--- src/rtl/grid_commit_scheduler.sv ---
// Player write arbiter and FIFO for the 8x13 object grid.
// Buffered writes are committed only inside the vsync window.
module grid_commit_scheduler #(
  parameter int FIFO_DEPTH  = 8,
  parameter int MAX_COMMITS = 8
) (
  input  logic                  clock,
  input  logic                  reset,
  input  logic                  vsync,
  input  logic [3:0]            req_valid,
  input  logic [3:0][3:0]       req_x,
  input  logic [3:0][2:0]       req_y,
  input  logic [3:0][3:0]       req_obj,
  output logic [3:0]            req_ready,
  output logic [7:0][12:0][3:0] object_grid,
  output logic [4:0]            fifo_count,
  output logic                  commit_pulse,
  output logic                  oob_error
);

  localparam int AW = $clog2(FIFO_DEPTH);
  localparam int CW = $clog2(MAX_COMMITS + 1);

  typedef struct packed {
    logic [3:0] x;
    logic [2:0] y;
    logic [3:0] obj;
  } entry_t;

  typedef enum logic [1:0] {
    S_IDLE,
    S_DRAIN,
    S_DONE
  } state_t;

  entry_t                  r_mem [FIFO_DEPTH];
  logic [AW-1:0]           r_wr;
  logic [AW-1:0]           r_rd;
  logic [4:0]              r_count;
  logic [1:0]              r_ptr;
  logic                    r_vs_q;
  state_t                  r_state;
  state_t                  w_next;
  logic [CW-1:0]           r_pops;
  logic [7:0][12:0][3:0]   r_grid;
  logic                    r_commit;
  logic                    r_oob;

  logic                    w_empty;
  logic                    w_full;
  logic                    w_pop;
  logic                    w_push;
  logic                    w_can_enq;
  logic                    w_limit;
  logic [3:0]              w_rot;
  logic [1:0]              w_off;
  logic [1:0]              w_sel;
  logic [3:0]              w_grant;
  entry_t                  w_in;
  entry_t                  w_head;

  assign w_empty = (r_count == 5'd0);
  assign w_full  = (r_count == 5'(FIFO_DEPTH));
  assign w_limit = (r_pops >= CW'(MAX_COMMITS));
  assign w_head  = r_mem[r_rd];

  assign w_pop = (r_state == S_DRAIN) && !vsync
              && !w_empty && !w_limit;

  // A full FIFO still accepts when a pop frees a slot this cycle.
  assign w_can_enq = !w_full || w_pop;

  assign w_rot = 4'({req_valid, req_valid} >> r_ptr);

  always_comb begin
    w_off = 2'd0;
    priority case (1'b1)
      w_rot[0]: w_off = 2'd0;
      w_rot[1]: w_off = 2'd1;
      w_rot[2]: w_off = 2'd2;
      w_rot[3]: w_off = 2'd3;
      default:  w_off = 2'd0;
    endcase
  end

  assign w_sel   = r_ptr + w_off;
  assign w_grant = (|w_rot && w_can_enq) ? (4'b0001 << w_sel) : 4'b0000;
  assign w_push  = |w_grant;

  assign req_ready = w_grant;

  assign w_in.x   = req_x[w_sel];
  assign w_in.y   = req_y[w_sel];
  assign w_in.obj = req_obj[w_sel];

  always_comb begin
    w_next = r_state;
    unique case (r_state)
      S_IDLE: begin
        if (r_vs_q && !vsync) w_next = S_DRAIN;
      end
      S_DRAIN: begin
        if (vsync || w_empty || w_limit) w_next = S_DONE;
      end
      S_DONE: begin
        if (vsync) w_next = S_IDLE;
      end
      default: w_next = S_IDLE;
    endcase
  end

  always_ff @(posedge clock) begin
    if (w_push) r_mem[r_wr] <= w_in;
  end

  always_ff @(posedge clock) begin
    if (reset) begin
      r_wr     <= '0;
      r_rd     <= '0;
      r_count  <= '0;
      r_ptr    <= '0;
      r_vs_q   <= 1'b0;
      r_state  <= S_IDLE;
      r_pops   <= '0;
      r_grid   <= '0;
      r_commit <= 1'b0;
      r_oob    <= 1'b0;
    end else begin
      r_vs_q   <= vsync;
      r_state  <= w_next;
      r_commit <= (r_state == S_DRAIN) && (w_next == S_DONE);
      r_oob    <= w_pop && (w_head.x > 4'd12);
      if (w_push) begin
        r_wr  <= r_wr + 1'b1;
        r_ptr <= w_sel + 2'd1;
      end
      if (w_pop) r_rd <= r_rd + 1'b1;
      unique case ({w_push, w_pop})
        2'b10:   r_count <= r_count + 5'd1;
        2'b01:   r_count <= r_count - 5'd1;
        default: r_count <= r_count;
      endcase
      if (r_state != S_DRAIN) r_pops <= '0;
      else if (w_pop)         r_pops <= r_pops + 1'b1;
      if (w_pop && (w_head.x <= 4'd12))
        r_grid[w_head.y][w_head.x] <= w_head.obj;
    end
  end

  assign object_grid  = r_grid;
  assign fifo_count   = r_count;
  assign commit_pulse = r_commit;
  assign oob_error    = r_oob;

endmodule

--- config.mk ---
export PLATFORM = sky130hd
export DESIGN_NAME = grid_commit_scheduler
export DESIGN_NICKNAME = d
export VERILOG_FILES = /design/src/rtl/grid_commit_scheduler.sv
export SDC_FILE = /design/constraint.sdc
export NUM_CORES = 1
export LEC_CHECK = 0
export CORE_MARGIN = 2
export CORE_UTILIZATION = 40
export DETAILED_ROUTE_END_ITERATION = 6
export PLACE_DENSITY_LB_ADDON = 0.2
export SYNTH_ARGS = -nofsm -noshare
export SYNTH_HDL_FRONTEND = slang
export SYNTH_SLANG_ARGS = --single-unit
--- constraint.sdc ---
create_clock -name clock -period 4.27 [get_ports clock]
set_input_delay 1.0675 -clock clock [delete_from_list [all_inputs] [get_ports clock]]
set_output_delay 1.0675 -clock clock [all_outputs]
set_load 0.02 [all_outputs]
Word-level counts from Yosys, hierarchy flattened --
Memories as Yosys holds them, arrays and structs flattened. A register that Yosys moved wholly into a read port is not among the register bits. Index checks and enable logic that the tools add are counted.
Storage, ports and cells: register bits after elaboration 438, RAM bits 88, input bits 51, output and inout bits 427, memories kept 1
Operators by class: add/sub/neg operators 7, magnitude comparators 8, eq/ne operators 7, shifts and indexed selects 2, multiplexer cells 25, reduce and logical (&&, ||, !) cells 23
Memory list:
- r_mem | words 8, bits a word 11, rd ports 1, clocked after memory_dff 1, wr ports 1, RTL line 36 | entry_t r_mem [FIFO_DEPTH];
Operators by type and width (number):
- $bwmux W416 | 1
- $demux W52 S3 | 1
- $mux W52 | 1
- $bmux W4 S2 | 2
- $demux W4 S4 | 1
- $mux W4 | 4
- $mux W2 | 7
- $logic_and A1 B1 Y1 | 10
- $pmux W5 S2 | 1
- $mux W3 | 3
- $reduce_or A4 Y1 | 2
- $shr A8 B2 Y4 | 1
- $add A3 B1 Y3 const B | 2
- $bmux W3 S2 | 1
- $eq A2 B2 Y1 const B | 3
- $pmux W2 S3 | 1
- $add A5 B1 Y5 const B | 1
- $eq A5 B4 Y1 const B | 1
- $logic_not A5 Y1 | 1
- $lt A4 B5 Y1 const B | 1
- $sub A5 B1 Y5 const B | 1
- $add A4 B1 Y4 const B | 1
- $eq A2 B1 Y1 const B | 2
- $ge A4 B1 Y1 const B | 1
- other kinds (16) | 22

Logic depth before layout (Yosys ltp) --
Gate-level depths: netlist of the first run.
depth after elaboration 11, gate-level depth with buffers 13, mapped depth without buffers 11

Worst setup path before layout of the first run --
No wires, ideal clock.
path type input-to-output, from input port req_valid[0], to output port req_ready[0], arrival 3.297 ns, path slack -0.095 ns, cell stages on the path 7, path buffers 2, cell sequence clkbuf_1 -> or4_1 -> o2111ai_1 -> ha_1 -> xor2_1 -> clkbuf_1 -> nor3b_1
Between the ends: word-level cells in the longest chain between the ends 8
RTL lines:
- start, declared | RTL line 10 | input logic [3:0] req_valid,
- $shr A8 B2 Y4 * | RTL line 73 | assign w_rot = 4'({req_valid, req_valid} >> r_ptr);
- $mux W2 (4 in a row) | RTL line 77 | priority case (1'b1)
- $add A2 B2 Y2 | RTL line 86 | assign w_sel = r_ptr + w_off;
- $shl A1 B2 Y4 | RTL line 87 | assign w_grant = (|w_rot && w_can_enq) ? (4'b0001 << w_sel) : 4'b0000;
- $mux W4 * | RTL line 87
- end, declared | RTL line 14 | output logic [3:0] req_ready,
Mark *: on every way between the ends. The rest lies on a longest branch, timed or not.

Worst setup path after layout of the first run --
Ends and elaborated chain as after synthesis.

==> results, run 1 <==
- The flow ran to the end, and the final reports show no timing, DRC or antenna violations.
- The total of fill cells in the finished design is between 4,000 and 5,000.
- The worst slew margin relative to its limit is 0.333.
- The number of hold violations in the final report is 0.
- The final clock skew is between 0.01 and 0.015 ns.
- For this block, the initial DRC count from the detailed router was 819.
- Entering global routing, the biggest net connects 222 pins.
- Along the worst path, the maximum fanout reaches 6.
- Setup slack closes at 0.113 ns.
- The number of H-tree levels is 2.
- The class of the most critical setup path is input port to output port.
- The initial antenna violation count is 0.
- The dominant cell type by count on the critical path is sky130_fd_sc_hd__buf_4.
- The die covers roughly 0.056 mm².
- The chip width is between 200 and 250 µm.
- The register-to-register path setup slack is 0.70 ns.
- STA puts the critical path data arrival time at roughly 3.1 ns.
- No sink is reached through more buffers than the 3 on the longest clock path.
- In the final layout, the multi-input gates occupy 0.00967 mm².
- The actual transition at the worst max-transition pin is roughly 1 ns.
- The antenna diode instance count is 0.
- The first global-routing pass estimated 97.5 mm of wire.
- Synthesis instantiated 66 different standard cells from the library.
- The post-synth net total is between 1,500 and 2,000.
- The clock period minus worst slack is between 4 and 5 ns.
- Of the cells placed in the final design, the portion with a size suffix greater than 1 is 0.102.
- The number of standard-cell rows in the floorplan is 85.
- The cell area after synthesis is 0.0217 mm².
- The number of buffer cells added on primary ports is 477.
- The fraction of synthesis flops using an asynchronous set or reset pin is 0.
- OpenSTA, run right after detailed placement, puts the worst setup slack at -0.416 ns.
- The largest voltage drop on the vdd net is slightly above 0.0004 V.
- From synthesis to final layout, the design area changed by 34.6%.
- The worst setup path is launched from an input port.
- The root buffer cell chosen for the clock tree is sky130_fd_sc_hd__clkbuf_16.
- The number of sinks handled by clock tree synthesis is 529.
- Timing would allow up to 241 MHz.
- Among all stages on the critical path, the largest delay is contributed by sky130_fd_sc_hd__clkdlybuf4s50_1.
- The total power density per cell area is 442 mW/mm².
- Setup violations remaining at the end of the flow were counted as 0.
- The wire length reported by the detailed router is 65.1 mm.
- The number of max-capacitance violations reported is 0.
- The first detailed-routing pass took 5 iterations.
- The number of design rule violations left after detail routing is 0.
- The clock reaches the later pin of the worst-skew pair after around 0.6 ns.
- The net count of the finished layout is approximately 2,400.
- The starting utilization of the core area is 0.404.
- Of the available clock period, the critical path in the final layout requires 0.974.
- The largest single stage delay on the critical path is around 0.45 ns.
- Setup total negative slack on the finished layout was measured at 0 ns.
- For this run, the total global-route usage over all layers was measured as 0.227.
- The library cell used most frequently in the layout, excluding fill and tap cells, is sky130_fd_sc_hd__clkdlybuf4s50_1.
- The number of max-slew violations in the final report is 0.
- The endpoint kind of the worst setup timing path is an output port.
- Leaving out fill and tap cells, the most frequent cells in the layout are 472 x sky130_fd_sc_hd__clkdlybuf4s50_1, 441 x sky130_fd_sc_hd__dfxtp_1, 423 x sky130_fd_sc_hd__mux2i_1, 419 x sky130_fd_sc_hd__nand2b_1, 88 x sky130_fd_sc_hd__edfxtp_1.
- The worst flop-to-flop path endpoint is object_grid[102].
- The number of global-route vias before repair was 15,500.
- After clock tree synthesis, the clock-pin slew on the worst setup and hold paths is about 0.060 ns.
- The leakage power is about 12 nW.
- The path type of the worst min-delay path is register to register.
- For this run, the number of Yosys warnings is 0.
- Setup repair after global routing left no endpoint under its margin.
- TritonCTS built the clock tree.
- The remaining antenna violation count after routing is 0.
- The count of state elements after synthesis is around 530.
- The number of I/O pins is 478.
- After detailed routing, the average wire length per cell comes to roughly 21 µm.
- The detailed-route vias per instance is 5.05.
- For the worst setup path, the data required time is ~3.2 ns.
- The core region area is 0.0537 mm².
- Yosys mapped a number of flops with a built-in enable equal to 88.
- The share of the yosys chip area belonging to registers is 0.529.
- The floorplan step set the die height to 237 µm.
- Clock tree synthesis inserted a total of 55 buffers.
- The residual overflow from global routing is 0.
- The routability-driven placement congestion ratio is 0.808.
- The average instance in the mapped netlist occupies 11.8 µm².
- After technology mapping, the gate count stands at approximately 1,800.
- Traced cell by cell, the critical path runs through clkdlybuf4s50_1, buf_4, nor3_4, a31oi_1, o2111ai_1, ha_2, xor2_4, buf_4, nor3b_2, buf_4.
- The most critical setup path has its startpoint at req_valid[0].
- The detailed-placement wirelength estimate is approximately 46 mm.
- The total via count after detailed routing is 15,400.
- The depth of the worst register-to-register path is 5.
- In this run the worst setup path terminates at req_ready[0].
- For this run, the leading register cell type out of synthesis is sky130_fd_sc_hd__dfxtp_1.
- The sequential cells in the finished layout cover a total of 0.0115 mm².
-- state kept, by name, summed over array words and instances (netlist names), named ones only --
register      cells
commit_pulse      1
oob_error         1
r_state           2
r_rd              3
object_grid     416
r_vs_q            1
r_ptr             2
r_mem            88
r_pops            4
fifo_count        5
r_wr              3
-- worst max-delay path, delay by kind of cell --
| family | cells | cell delay, ns |
|---|---|---|
| buffers and inverters | 4 | 0.93 |
| AO/OA/AOI/OAI | 2 | 0.32 |
| XOR/XNOR | 1 | 0.19 |
| adder cells (fa/ha/maj) | 1 | 0.28 |
| AND/OR/NAND/NOR | 2 | 0.30 |
-- worst min-delay path by stage --
stage,cells past startpoint,endpoint,startpoint
floorplan,2,register,r_rd[1]
global placement,2,object_grid[43],object_grid[43]
detailed placement,2,object_grid[259],object_grid[259]
CTS,2,object_grid[266],object_grid[266]
global route,2,object_grid[20],object_grid[20]
finish,2,object_grid[68],object_grid[68]
-- cell type report --
cell class / instances / share of cell area
clock buffers: 82 / 0.0538
clock inverters: 21 / 0.00874
inverters: 11 / 0.00141
multi-input cells: 1157 / 0.331
flip-flops and latches: 529 / 0.393
well taps: 696 / 0.0298
repair buffers: 542 / 0.182
-- routing by layer --
metal	routed length, µm	global-route usage
met1	27700	0.283
met2	32400	0.398
met3	3080	0.0416
met4	1950	0.0694
met5	0	0
-- synthesized netlist by cell type (7+ instances only) --
library cell | instances | area share
sky130_fd_sc_hd__dfxtp_1 | 441 | 0.41
sky130_fd_sc_hd__mux2i_1 | 424 | 0.20
sky130_fd_sc_hd__nand2b_1 | 419 | 0.12
sky130_fd_sc_hd__clkbuf_1 | 108 | 0.019
sky130_fd_sc_hd__edfxtp_1 | 88 | 0.12
sky130_fd_sc_hd__nor2_1 | 50 | 0.0087
sky130_fd_sc_hd__nand2_1 | 46 | 0.0080
sky130_fd_sc_hd__mux4_2 | 33 | 0.034
sky130_fd_sc_hd__nand3_1 | 30 | 0.0069
sky130_fd_sc_hd__nand4_1 | 15 | 0.0043
sky130_fd_sc_hd__buf_1 | 10 | 0.0017
sky130_fd_sc_hd__buf_2 | 10 | 0.0023
sky130_fd_sc_hd__a21oi_1 | 9 | 0.0021
sky130_fd_sc_hd__ha_1 | 9 | 0.0052
sky130_fd_sc_hd__inv_1 | 9 | 0.0016
sky130_fd_sc_hd__and4_1 | 8 | 0.0032
sky130_fd_sc_hd__nor4_4 | 8 | 0.0078
sky130_fd_sc_hd__mux2_2 | 7 | 0.0036
sky130_fd_sc_hd__nor3_1 | 7 | 0.0016
sky130_fd_sc_hd__nor4_1 | 7 | 0.0020
-- power breakdown --
| group | switching [mW] | internal [mW] |
|---|---|---|
| combinational | 1.70 | 0.851 |
| clock | 1.95 | 2.90 |
| sequential | 0.0696 | 5.45 |
| total | 3.72 | 9.20 |
-- metrics by stage --
stage          utilization  instance area (µm²)  hold WS [ns]  instances  total power, mW
2_1_floorplan            -                21700         0.454       1837             7.21
4_1_cts              0.543                29200         0.475       3038             13.0
3_5_place_dp         0.509                27300         0.462       2933             8.18
6_report             0.544                29200         0.472       3038             12.9
3_3_place_gp         0.509                27300         0.459       2933             8.12
5_1_grt              0.544                29200         0.488       3038             13.4
-- repair_timing --
item / 4_1_cts / 5_1_grt
cloned: 0 / 0
pin swaps: 0 / 1
gates resized for setup: 9 / 12
hold buffers: 0 / 0
setup endpoints to repair: 4 / 4
setup buffers: 2 / 0
-- cells by family (layout without fill, tap and decap cells) --
logic type / Yosys count / in the layout / synth area share
simple gates: 634 / 634 / 0.183
buf+inv: 151 / 656 / 0.0291
flops: 529 / 529 / 0.529
fa+ha+maj: 10 / 10 / 0.00612
mux: 471 / 471 / 0.238
xor+xnor: 10 / 10 / 0.00404
compound gates: 32 / 32 / 0.0106
(Power assumes the default switching activity.)
==> run 2, diff against run 1 <==
--- a/config.mk
+++ b/config.mk
@@ -5,6 +5,7 @@
 export SDC_FILE = /design/constraint.sdc
 export NUM_CORES = 1
 export LEC_CHECK = 0
+export ABC_AREA = 0
 export CORE_MARGIN = 2
 export CORE_UTILIZATION = 40
 export DETAILED_ROUTE_END_ITERATION = 6
==> results of run 2 <==
The final DEF is identical to that of run 1; final timing and power are the same.
==> run 3, diff against run 2 <==
--- a/config.mk
+++ b/config.mk
@@ -7,9 +7,9 @@
 export LEC_CHECK = 0
 export ABC_AREA = 0
 export CORE_MARGIN = 2
-export CORE_UTILIZATION = 40
+export CORE_UTILIZATION = 51
 export DETAILED_ROUTE_END_ITERATION = 6
-export PLACE_DENSITY_LB_ADDON = 0.2
+export PLACE_DENSITY = 0.92
 export SYNTH_ARGS = -nofsm -noshare
 export SYNTH_HDL_FRONTEND = slang
 export SYNTH_SLANG_ARGS = --single-unit
==> run 3 against run 2 <==
Compared with the run above: wire length is 0.82% lower; count of clock-buffer cells in the layout is 7 higher; sequential cell count stayed put; global-route usage is 5.8 points higher; hold slack better by 0.0025 ns; critical endpoint is now req_ready[3]; sequential share of layout area is 0.23 points higher; non-clock buffer count is 3 lower; critical path depth stayed put; largest power group unchanged; final area is 0.59% lower.
==> results, run 3 (synthesized netlist as in run 1, its figures left out) <==
- The vertical extent of the die is 210 µm (-11%).
- The net count of the finished layout is 2,352 (-0.21%).
- The clock period minus worst slack is 4.18 ns (+0.0224 ns).
- The clock network fraction of design power is 0.381 (+0.006).
- The deepest clock path buffer count is 3 (unchanged).
- met2 is the most crowded layer.
- The number of buffer cells added on primary ports is 477 (unchanged).
- The fraction of final layout cells with drive strength greater than 1 came to 0.103 (+0.00116).
- The routed length per placed instance is 22.5 µm (+4.8%).
- The run finished with clean final reports.
- The routability-driven placement congestion ratio is 0.837 (+3.7%).
- Leaving out fill and tap cells, the most frequent cells in the layout are 470 x sky130_fd_sc_hd__clkdlybuf4s50_1, 441 x sky130_fd_sc_hd__dfxtp_1, 424 x sky130_fd_sc_hd__mux2i_1, 419 x sky130_fd_sc_hd__nand2b_1, 88 x sky130_fd_sc_hd__edfxtp_1.
- The design area is 0.0290 mm² (-0.59%).
- The met3 demand-to-capacity share in global routing was 0.0606 (+0.0190).
- The largest voltage drop on the vdd net is 0.000645 V (+58%).
- The maximum fanout count along the critical path came to 10 (+4).
- The initial DRC count is 1,318 (+61%).
- The number of hold violations in the final report was 0 (unchanged).
- The startpoint type of the worst setup path is an input port.
- The starting utilization of the core area is 0.517 (+0.113).
- The worst setup slack after layout was 0.0902 ns (-0.0224 ns).
- The number of flip-flops in the largest register is 416 (unchanged).
- The number of sinks handled by clock tree synthesis is 529 (unchanged).
- The post-route clock period utilization was 0.979 (+0.00526).
- The initial antenna violation count is 0 (unchanged).
- The required time at the endpoint of the critical path is 3.20 ns (about the same).
- The number of buffers added by the clock tree synthesis step is 53 (-3.6%).
- The global routing usage summed across all routing layers is 0.285 (+0.0581).
- The number of I/O pins is 478 (unchanged).
- Compared with the post-synthesis result, the final layout area differs by 33.8%.
- The cell chosen for the clock root is sky130_fd_sc_hd__clkbuf_16.
- The worst setup path is captured at an output port.
- The switching share of power is 0.285 (-0.00282).
- The met2 usage in global routing is 0.488 (+0.0902).
- The min-delay analysis places its worst path in the category register to register.
- The cell area reported after detailed placement was 0.0271 mm² (-0.81%).
- The die footprint is 0.0442 mm² (-21%).
- The antenna diode instance count is 0 (unchanged).
- The setup violation total in the final timing report came to 0 (unchanged).
- The power share of the combinational group is 0.193 (-0.004).
- The maximum number of pins on one net before global-route repair is 259 (+17%).
- The number of design rule violations left after detail routing is 0 (unchanged).
- The setup slack after placement was -0.389 ns (+0.0265 ns).
- The total power density per cell area is 448 mW/mm² (+1.2%).
- The total of fill cells in the finished design is 2,753 (-40%).
- The number of global-route vias before repair is 16,500 (+6.1%).
- The number of iterations in the first detailed-routing pass is 6 (+1).
- The area taken by flip-flops and latches is 0.0115 mm² (unchanged).
- The clock insertion delay at the later pin of the skew report is 0.60 ns (about the same).
- The chip width is 210 µm (-11%).
- The number of H-tree levels was 2 (unchanged).
- The multi-input combinational cell area is 0.00964 mm² (-0.36%).
- The switching power is 3.70 mW (-0.42%).
- The number of max-capacitance violations reported came to 0 (unchanged).
- The number of standard-cell rows in the floorplan came to 75 (-12%).
- The detailed-placement wirelength estimate came to 44.3 mm (-2.9%).
- The endpoint arrival time on the critical path came to 3.11 ns (+0.02 ns).
- The detailed-route vias per instance came to 5.56 (+10%).
- The residual overflow from global routing came to 0 (unchanged).
- The core region area is 0.0419 mm² (-22%).
- The first-pass GRT wire length is 97.1 mm (-0.50%).
- The worst slew margin relative to its limit was 0.0957 (-0.237).
- The number of max-slew violations in the final report is 0 (unchanged).
- The actual transition at the worst max-transition pin is 1.35 ns (+0.351 ns).
- The total via count after detailed routing is 16,000 (+4.2%).
- The remaining antenna violation count after routing was 0 (unchanged).
- The sequential share of power is 0.426 (-0.002).
- The met1 layer usage reported by global route came to 0.335 (+0.0520).
- The class of the most critical setup path is input port to output port.
- The leakage power came to 11.8 nW (+0.43%).
- The wire length reported by the detailed router is 64.5 mm (-0.82%).
- The final clock skew came to 0.0296 ns (+0.0163 ns).
- The hold buffer count at cts came to 0 (unchanged).
- The CTS tree is built.
- The commonest non-fill, non-tap cell in the layout is sky130_fd_sc_hd__clkdlybuf4s50_1.
- The clock edge transition at the registers on the reported setup and hold paths is 0.06 ns (about the same).
- The fmax is 239 MHz (-0.54%).
- The internal portion of total power is 9.29 mW (+0.96%).
[run 3: cell types whose count changed in the layout (fill, tap and decap cells not counted), moves of 2 or more]
| cell | change |
|---|---|
| sky130_fd_sc_hd__buf_4 | -4 |
| sky130_fd_sc_hd__clkbuf_1 | -11 |
| sky130_fd_sc_hd__clkinv_1 | -2 |
| sky130_fd_sc_hd__clkinvlp_2 | -3 |
| sky130_fd_sc_hd__clkbuf_8 | +18 |
| sky130_fd_sc_hd__clkinv_2 | -5 |
| sky130_fd_sc_hd__clkdlybuf4s50_1 | -2 |
| sky130_fd_sc_hd__bufinv_16 | -2 |
| sky130_fd_sc_hd__clkbuf_16 | -2 |
[run 3: layer usage]
| layer | vias to the layer above | wire length, µm | part of all wire |
|---|---|---|---|
| met5 | - | 0 | 0 |
| met4 | 0 | 3890 | 0.060 |
| met3 | 220 | 4440 | 0.069 |
| met2 | 715 | 31400 | 0.49 |
| met1 | 7833 | 24800 | 0.38 |
| li1 | 7223 | - | - |
[run 3: power groups by stage]
stage               Combinational, mW  Sequential [mW]  Clock, mW
floorplan                        1.61             5.60          0
global placement                 2.39             5.61          0
detailed placement               2.48             5.63          0
CTS                              2.47             5.53       5.00
global route                     2.66             5.55       5.20
finish                           2.51             5.53       4.95
[run 3: final cells by class]
| cell class | instances | area share |
|---|---|---|
| sequential | 529 | 0.395 |
| multi-input combinational | 1157 | 0.332 |
| timing repair buffer | 539 | 0.182 |
| clock buffer | 89 | 0.0598 |
| tap | 539 | 0.0232 |
| clock inverter | 10 | 0.00569 |
| inverter | 11 | 0.00142 |
[run 3: timing repair]
item | 4_1_cts | 5_1_grt
pin swaps | 0 | 1
hold endpoints to repair | 0 | 0
gates cloned | 0 | 0
gates resized for setup | 12 | 10
setup endpoints to repair | 4 | 4
buffers inserted | 0 | 1
[run 3: final timing paths]
check | start | to | slack [ns] | cells past startpoint
max | req_valid[2] | req_ready[3] | 0.09 | 10
min | object_grid[109] | object_grid[109] | 0.47 | 2
max reg2reg | fifo_count[0] | fifo_count[4] | 0.58 | 12
min reg2reg | object_grid[109] | object_grid[109] | 0.47 | 2
[run 3: through the flow]
stage	total power [mW]	TNS (ns)	utilization	hold slack [ns]	std cells
5_1_grt	13.4	-0.0454	0.692	0.487	2874
3_3_place_gp	8.00	-1.16	0.646	0.458	2774
4_1_cts	13.0	0	0.691	0.476	2873
6_report	13.0	0	0.692	0.475	2874
2_1_floorplan	7.21	0	-	0.454	1837
3_5_place_dp	8.11	-1.43	0.646	0.464	2774
[run 3: worst max-delay path: stages]
cell and delay [ns]:
sky130_fd_sc_hd__clkdlybuf4s50_1 0.49, sky130_fd_sc_hd__buf_4 0.19, sky130_fd_sc_hd__a31oi_1 0.21, sky130_fd_sc_hd__o2111ai_1 0.17
sky130_fd_sc_hd__ha_2 0.21, sky130_fd_sc_hd__xor2_1 0.16, sky130_fd_sc_hd__buf_4 0.17, sky130_fd_sc_hd__buf_6 0.14
sky130_fd_sc_hd__nor2_1 0.13, sky130_fd_sc_hd__buf_2 0.18
